[src/rtl/dna_report_streamer_if.sv]
// rtl/dna_report_streamer_if.sv - byte stream toward the host TX path
// Carries one byte per transfer; a transfer happens on tx_valid && tx_ready at a rising edge.
interface dna_report_streamer_if;
  logic [7:0] tx_data;
  logic       tx_valid;
  logic       tx_ready;

  modport master (
    output tx_data,
    output tx_valid,
    input  tx_ready
  );

  modport slave (
    input  tx_data,
    input  tx_valid,
    output tx_ready
  );
endinterface

[src/rtl/dna_report_streamer.sv]
// rtl/dna_report_streamer.sv - frames the device-DNA word as a byte report on host request
// Sends HEADER_BYTE then NUM_BYTES snapshot bytes MSB first, or NOT_READY_BYTE before the DNA is read.
module dna_report_streamer #(
  parameter int unsigned NUM_BYTES      = 8,
  parameter logic [7:0]  HEADER_BYTE    = 8'h44,
  parameter logic [7:0]  NOT_READY_BYTE = 8'h3F
) (
  input  logic                         clk,
  input  logic                         reset,
  input  logic [63:0]                  dna_in,
  input  logic                         report_req,
  dna_report_streamer_if.master        tx,
  output logic                         busy,
  output logic                         dna_valid
);

  localparam int unsigned CNT_W       = 3;
  localparam logic [3:0]  DONE_NIBBLE = 4'h1;
  localparam logic [CNT_W-1:0] LAST_IDX = CNT_W'(NUM_BYTES - 1);

  typedef enum logic [1:0] {
    IDLE,
    SEND_HDR,
    SEND_PAY,
    SEND_ERR
  } state_e;

  state_e           state_q, state_d;
  logic [63:0]      shreg_q, shreg_d;
  logic [CNT_W-1:0] cnt_q, cnt_d;
  logic [7:0]       tx_data_q, tx_data_d;
  logic             tx_valid_q, tx_valid_d;
  logic             dna_valid_q, dna_valid_d;
  logic             xfer;

  assign xfer        = tx_valid_q && tx.tx_ready;
  assign dna_valid_d = dna_valid_q || (dna_in[63:60] == DONE_NIBBLE);

  always_ff @(posedge clk) begin
    if (reset) begin
      state_q     <= IDLE;
      shreg_q     <= 64'd0;
      cnt_q       <= '0;
      tx_data_q   <= 8'h00;
      tx_valid_q  <= 1'b0;
      dna_valid_q <= 1'b0;
    end else begin
      state_q     <= state_d;
      shreg_q     <= shreg_d;
      cnt_q       <= cnt_d;
      tx_data_q   <= tx_data_d;
      tx_valid_q  <= tx_valid_d;
      dna_valid_q <= dna_valid_d;
    end
  end

  // Requests use the registered dna_valid, so one arriving as the flag first rises gets NOT_READY.
  always_comb begin
    state_d    = state_q;
    shreg_d    = shreg_q;
    cnt_d      = cnt_q;
    tx_data_d  = tx_data_q;
    tx_valid_d = tx_valid_q;

    unique case (state_q)
      IDLE: begin
        if (report_req) begin
          tx_valid_d = 1'b1;
          if (dna_valid_q) begin
            shreg_d   = dna_in;
            cnt_d     = LAST_IDX;
            tx_data_d = HEADER_BYTE;
            state_d   = SEND_HDR;
          end else begin
            tx_data_d = NOT_READY_BYTE;
            state_d   = SEND_ERR;
          end
        end
      end

      SEND_HDR: begin
        if (xfer) begin
          tx_data_d = shreg_q[63:56];
          shreg_d   = shreg_q << 8;
          state_d   = SEND_PAY;
        end
      end

      SEND_PAY: begin
        if (xfer) begin
          if (cnt_q != '0) begin
            tx_data_d = shreg_q[63:56];
            shreg_d   = shreg_q << 8;
            cnt_d     = cnt_q - CNT_W'(1);
          end else begin
            tx_valid_d = 1'b0;
            state_d    = IDLE;
          end
        end
      end

      SEND_ERR: begin
        if (xfer) begin
          tx_valid_d = 1'b0;
          state_d    = IDLE;
        end
      end

      default: begin
        tx_valid_d = 1'b0;
        state_d    = IDLE;
      end
    endcase
  end

  assign tx.tx_data  = tx_data_q;
  assign tx.tx_valid = tx_valid_q;
  assign busy        = (state_q != IDLE);
  assign dna_valid   = dna_valid_q;

endmodule

[src/flat_wrapper.sv]
// flat-port wrapper written by rule: the top's interface ports become plain ports
module dna_report_streamer_flat 
#(
  parameter int unsigned NUM_BYTES      = 8,
  parameter logic [7:0]  HEADER_BYTE    = 8'h44,
  parameter logic [7:0]  NOT_READY_BYTE = 8'h3F
)
  (clk, reset, dna_in, report_req, busy, dna_valid, tx_tx_data, tx_tx_valid, tx_tx_ready);
  dna_report_streamer_if tx_i ();
  input  logic clk;
  input  logic reset;
  input  logic [63:0] dna_in;
  input  logic report_req;
  output logic busy;
  output logic dna_valid;
  output wire logic [$bits(tx_i.tx_data)-1:0] tx_tx_data;
  output wire logic [$bits(tx_i.tx_valid)-1:0] tx_tx_valid;
  input wire logic [$bits(tx_i.tx_ready)-1:0] tx_tx_ready;
  assign tx_tx_data = tx_i.tx_data;
  assign tx_tx_valid = tx_i.tx_valid;
  assign tx_i.tx_ready = tx_tx_ready;
  dna_report_streamer #(.NUM_BYTES(NUM_BYTES), .HEADER_BYTE(HEADER_BYTE), .NOT_READY_BYTE(NOT_READY_BYTE)) u_core (.clk(clk), .reset(reset), .dna_in(dna_in), .report_req(report_req), .tx(tx_i), .busy(busy), .dna_valid(dna_valid));
endmodule
[config.mk]
export PLATFORM = sky130hd
export DESIGN_NAME = dna_report_streamer_flat
export DESIGN_NICKNAME = d
export VERILOG_FILES = /design/src/rtl/dna_report_streamer_if.sv /design/src/rtl/dna_report_streamer.sv /design/src/flat_wrapper.sv
export SDC_FILE = /design/constraint.sdc
export NUM_CORES = 1
export LEC_CHECK = 0
export ABC_CLOCK_PERIOD_IN_PS = 2600
export CAP_MARGIN = 40
export CORE_MARGIN = 1
export CORE_UTILIZATION = 51
export CTS_BUF_LIST = sky130_fd_sc_hd__clkbuf_8 sky130_fd_sc_hd__clkbuf_16
export DETAILED_ROUTE_END_ITERATION = 8
export HOLD_SLACK_MARGIN = 0.15
export PLACE_DENSITY = 0.84
export SKIP_CTS_REPAIR_TIMING = 1
export SYNTH_ARGS = -nofsm -noshare
export SYNTH_HDL_FRONTEND = slang
export SYNTH_SLANG_ARGS = --single-unit
[constraint.sdc]
create_clock -name clk -period 2.6 [get_ports clk]
set_clock_uncertainty 0.15 [all_clocks]
set_input_delay 0.52 -clock clk [delete_from_list [all_inputs] [get_ports clk]]
set_output_delay 0.52 -clock clk [all_outputs]
set_load 0.01 [all_outputs]
# Word-level counts from Yosys, hierarchy flattened

Index checks and enable logic that the tools add are counted.

Add/sub/neg operators: 1
Equal/unequal tests: 11
Mux-type cells: 29
Reduce and logical (&&, ||, !) cells: 13

Operators with widths:

| cell                  | number |
|---|---|
| $mux W64              | 5 |
| $pmux W64 S3          | 1 |
| $mux W8               | 4 |
| $pmux W8 S3           | 1 |
| $reduce_and A5 Y1     | 4 |
| $mux W2               | 6 |
| $mux W3               | 4 |
| $ne A2 B1 Y1 const B  | 5 |
| $reduce_bool A3 Y1    | 3 |
| $pmux W2 S4           | 1 |
| $mux W7               | 1 |
| $pmux W3 S2           | 1 |
| $reduce_and A6 Y1     | 1 |
| $eq A2 B2 Y1 const B  | 2 |
| $eq A4 B1 Y1 const B  | 1 |
| $mux W1               | 4 |
| $ne A2 B2 Y1 const B  | 2 |
| $reduce_bool A2 Y1    | 2 |
| $pmux W1 S3           | 1 |
| $sub A3 B1 Y3 const B | 1 |
| $eq A2 B1 Y1 const B  | 1 |
| $logic_not A2 Y1      | 1 |
| $logic_and A1 B1 Y1   | 1 |
| $logic_or A1 B1 Y1    | 1 |

Register bits after elaboration: 79
Input bits: 68
Logic and storage cells: 60

# Longest topological paths before layout

Word-level depth: 4
Gate-level depth with buffers: 8
Gate-level depth less buffers: 6

# Least setup slack after synthesis

No wires, ideal clock.

Path type: flip-flop to flip-flop
Start: register u_core.state_q[0]
End: register u_core.shreg_q[4]
Arrival time: 1,722 ps
Required time: 2,378 ps
Path slack: 656 ps
Stages on the path, launching flop included: 9
Clock period less this slack: 1,944 ps
Cells stage by stage: dfxtp_1 inv_1 ha_1 and2b_1 nor3_2 and3_1 buf_2 buf_4 mux2i_1

Longest elaborated chain between the ends: 3

Ends and longest elaborated chain:

| element                                               | RTL line                  | text |
|---|---|---|
| start, declared                                       | dna_report_streamer.sv:28 | `state_e state_q, state_d;` |
| start signal, assigned                                | dna_report_streamer.sv:48 | `state_q <= state_d;` |
| $eq A2 B2 Y1 (tied with other cells)                  | dna_report_streamer.sv:65 | `unique case (state_q)` |
| $ne A2 B1 Y1 (no source line) (tied with other cells) | -                         |  |
| $reduce_and A6 Y1 (no source line)                    | -                         |  |
| end signal, assigned                                  | dna_report_streamer.sv:49 | `shreg_q <= shreg_d;` |
| end, declared                                         | dna_report_streamer.sv:29 | `logic [63:0] shreg_q, shreg_d;` |

Parallel ways exist; a longest one is shown, timed or not.
A chain may end at the register's enable or synchronous reset.

# Worst setup path in the final report

Start: register u_core.state_q[0]
End: output busy

Longest elaborated chain between the ends: 1

Ends and longest elaborated chain:

| element            | RTL line                   | text |
|---|---|---|
| $reduce_bool A2 Y1 | dna_report_streamer.sv:118 | `assign busy = (state_q != IDLE);` |
| end, declared      | flat_wrapper.sv:14         | `output logic busy;` |

Every way passes these cells.

==> results.py <==
metrics = {
    "run_status": {
        "status": "completed",
    },
    "clock_tree": {
        "insertion_delay_ns": 0.35,
        "clkTransAtPathRegs_ns": 0.08,
        "htreeDepth": 3,
        "cts.path.max_buffers": 2,
        "cts_tree": "yes",
        "clock-sinks": 79,
        "cts_buffers": 9,
        "cts_root_buf": "clkbuf_8",
    },
    "routing": {
        "wl_mm": 9.57,
        "firstDrtPassIters": 4,
        "drtAntennaViolNets": 0,
        "first_iter_violations": 249,
        "wire_per_inst_um": 16.9,
        "vias": 3413,
        "avgViaCountPerCell": 6.03,
        "drc_errors": 0,
    },
    "global_route": {
        "grt_pass1_vias": 3327,
        "grt-busiest-layer": "met2",
        "grt_use_met3_pct": 6.81,
        "met2_usage_pct": 43.4,
        "grt_usage_pct": 25.6,
        "antenna_found_initial": 0,
        "grt_max_degree": 57,
        "grt_overflow": 0,
        "grt_util_met1_pct": 31.9,
        "grt_first_pass_wirelength_mm": 15.5,
    },
    "pwr": {
        "p_switching_mw": 3.01,
        "power_switching_share_pct": 42.1,
        "power.share.clock_pct": 15.2,
        "p_int_mw": 4.14,
        "p_seq_share_pct": 27.1,
        "cellPowerDensity_nw_per_um2": 1440,
        "p_leak_nw": 1.78,
        "pwr-share-comb_pct": 57.8,
        "max-vdd-ir-drop_v": 0.000715,
    },
    "logic_synthesis": {
        "yosysUniqueCellTypes": 34,
        "syn_nets": 481,
        "syn_inst": 404,
        "yosys_register_bits": 79,
        "synth_area_leader_cell": "dfxtp_1",
        "synth_top_cell_area_share_pct": 41.1,
        "yosys-top-cells-area": "dfxtp_1 (41%), mux2i_1 (17%), a211oi_1 (11%), a31oi_1 (9.1%), buf_2 (3.5%)",
        "yosysSeqAreaShare_pct": 41.1,
        "yosys_warnings": 0,
        "synth_area_per_cell_um2": 9.51,
        "syn-cell-area_um2": 3840,
    },
    "timing": {
        "fin_crit_ns": 2.36,
        "tightest_slew_ns": 0.708,
        "fin_crit_sh_pct": 90.9,
        "fmax_mhz": 423,
        "relSlewSlack_pct": 52.8,
        "drv_slew": 0,
        "rsz0062_at_grt": "no",
        "hold_violations": 0,
        "tns_ns": 0,
        "setup_viol": 0,
    },
    "setup_path": {
        "path_max_fanout": 5,
        "worstPathArrival_ns": 1.69,
        "path_class": "flip-flop to output port",
        "start_kind": "flip-flop",
        "endpoint_kind": "output port",
        "required_ns": 1.93,
    },
    "floorplan": {
        "start_util_pct": 53.0,
        "core_area_um2": 7250,
        "die_area_um2": 7890,
        "io_pins": 79,
        "die_w_um": 88.8,
        "die_h_um": 88.8,
        "std_cell_rows": 31,
    },
    "worst_hold_path": {
        "holdCritPathClass": "flip-flop to flip-flop",
    },
    "layout": {
        "design_area_um2": 4950,
        "regArea_um2": 1580,
        "nets": 539,
        "drive_gt1_share_pct": 7.49,
        "area_growth_pct": 28.8,
        "n_antenna_cell": 0,
        "n_fill_cell": 598,
        "multi_input_area_um2": 2050,
    },
    "flow_run": {
        "cap_violations": 0,
    },
    "placed_design": {
        "gp_congestion": 0.795,
        "postPlaceCellArea_um2": 4720,
        "port_buffers": 78,
        "place_hpwl_mm": 6.30,
    },
}
[worst paths after layout]
kind              cells past startpoint  slack (ns)         startpoint                 end
setup / recovery                      4        0.24  u_core.state_q[0]                busy
hold / removal                        2        0.32  u_core.shreg_q[4]   u_core.shreg_q[4]
setup reg to reg                      7        0.39  u_core.state_q[0]  u_core.shreg_q[39]
hold reg to reg                       2        0.32  u_core.shreg_q[4]   u_core.shreg_q[4]
[through the flow]
step / instances / power (mW) / hold slack [ns] / setup slack (ns) / util, %
finish: 566 / 7.15 / 0.324 / 0.237 / 68.3
global route: 566 / 7.67 / 0.336 / 0.153 / 68.3
CTS: 566 / 7.14 / 0.327 / 0.229 / 68.3
detailed placement: 550 / 6.04 / 0.313 / 0.167 / 65.0
global placement: 550 / 5.90 / 0.308 / 0.250 / 65.0
floorplan: 404 / 4.98 / 0.292 / 0.656 / -
[critical path: stages, from the launching register on]
cell             delay [ns]
dfxtp_1                0.42
inv_1                  0.14
ha_4                   0.21
inv_1                  0.05
clkdlybuf4s50_1        0.53
[cell families after synthesis]
logic type                 Yosys count  share of synthesized area [%]
muxes                               66                           17.2
and+or+nand+nor                     49                           6.64
adders and majority gates            9                           2.93
DFF                                 79                           41.1
buffers and inverters               55                           6.35
AOI/OAI and AO/OA                  146                           25.7
[synth_stat cells (all sizes together)]
cell	instances
a2111o	1
a2111oi	1
a211oi	57
a21boi	1
a21oi	17
a222oi	1
a22o	1
a22oi	1
a2bb2oi	1
a311oi	2
a31oi	56
a41o	1
and2b	1
and3	2
buf	30
clkbuf	14
dfxtp	79
ha	9
inv	11
mux2i	66
nand2	9
nand2b	12
nand3	6
nand4	1
nor2	11
nor2b	2
nor3	2
nor4	1
nor4b	1
o21ai	6
or3	1
[registers in the layout, summed over array words and instances, names as in the netlist]
| signal | cells |
|---|---|
| u_core.cnt_q | 3 |
| u_core.dna_valid | 1 |
| u_core.shreg_q | 64 |
| u_core.state_q | 2 |
| u_core.tx.tx_data | 8 |
| u_core.tx.tx_valid | 1 |
[power by group through the flow]
| stage | Combinational (mW) | Sequential (mW) | Clock (mW) |
|---|---|---|---|
| 4_1_cts | 4.12 | 1.93 | 1.10 |
| 6_report | 4.13 | 1.94 | 1.08 |
| 3_5_place_dp | 4.09 | 1.95 | 0 |
| 2_1_floorplan | 3.07 | 1.91 | 0 |
| 5_1_grt | 4.54 | 1.98 | 1.15 |
| 3_3_place_gp | 3.97 | 1.93 | 0 |
[per-layer routing]
metal | vias to the layer above | wire length [µm]
met2 | 107 | 4850
met4 | 0 | 135
li1 | 1655 | -
met5 | - | 0
met1 | 1636 | 4090
met3 | 15 | 484
[cells in the final DEF, fill, tap and decap left out, types with 11 or more instances in the layout]
master	count
nor2_1	11
nand2b_1	11
dfxtp_1	79
inv_1	12
a211oi_1	57
mux2i_1	66
a31oi_1	56
clkdlybuf4s50_1	77
a21oi_1	17
[cell type report]
class,instances,share of cell area (%)
timing repair buffer,91,18.6
tap,99,2.50
sequential,79,31.9
multi-input combinational,270,41.3
clock inverter,7,2.27
inverter,11,0.834
clock buffer,9,2.50
No activity file was read; power rests on OpenSTA's default activity.
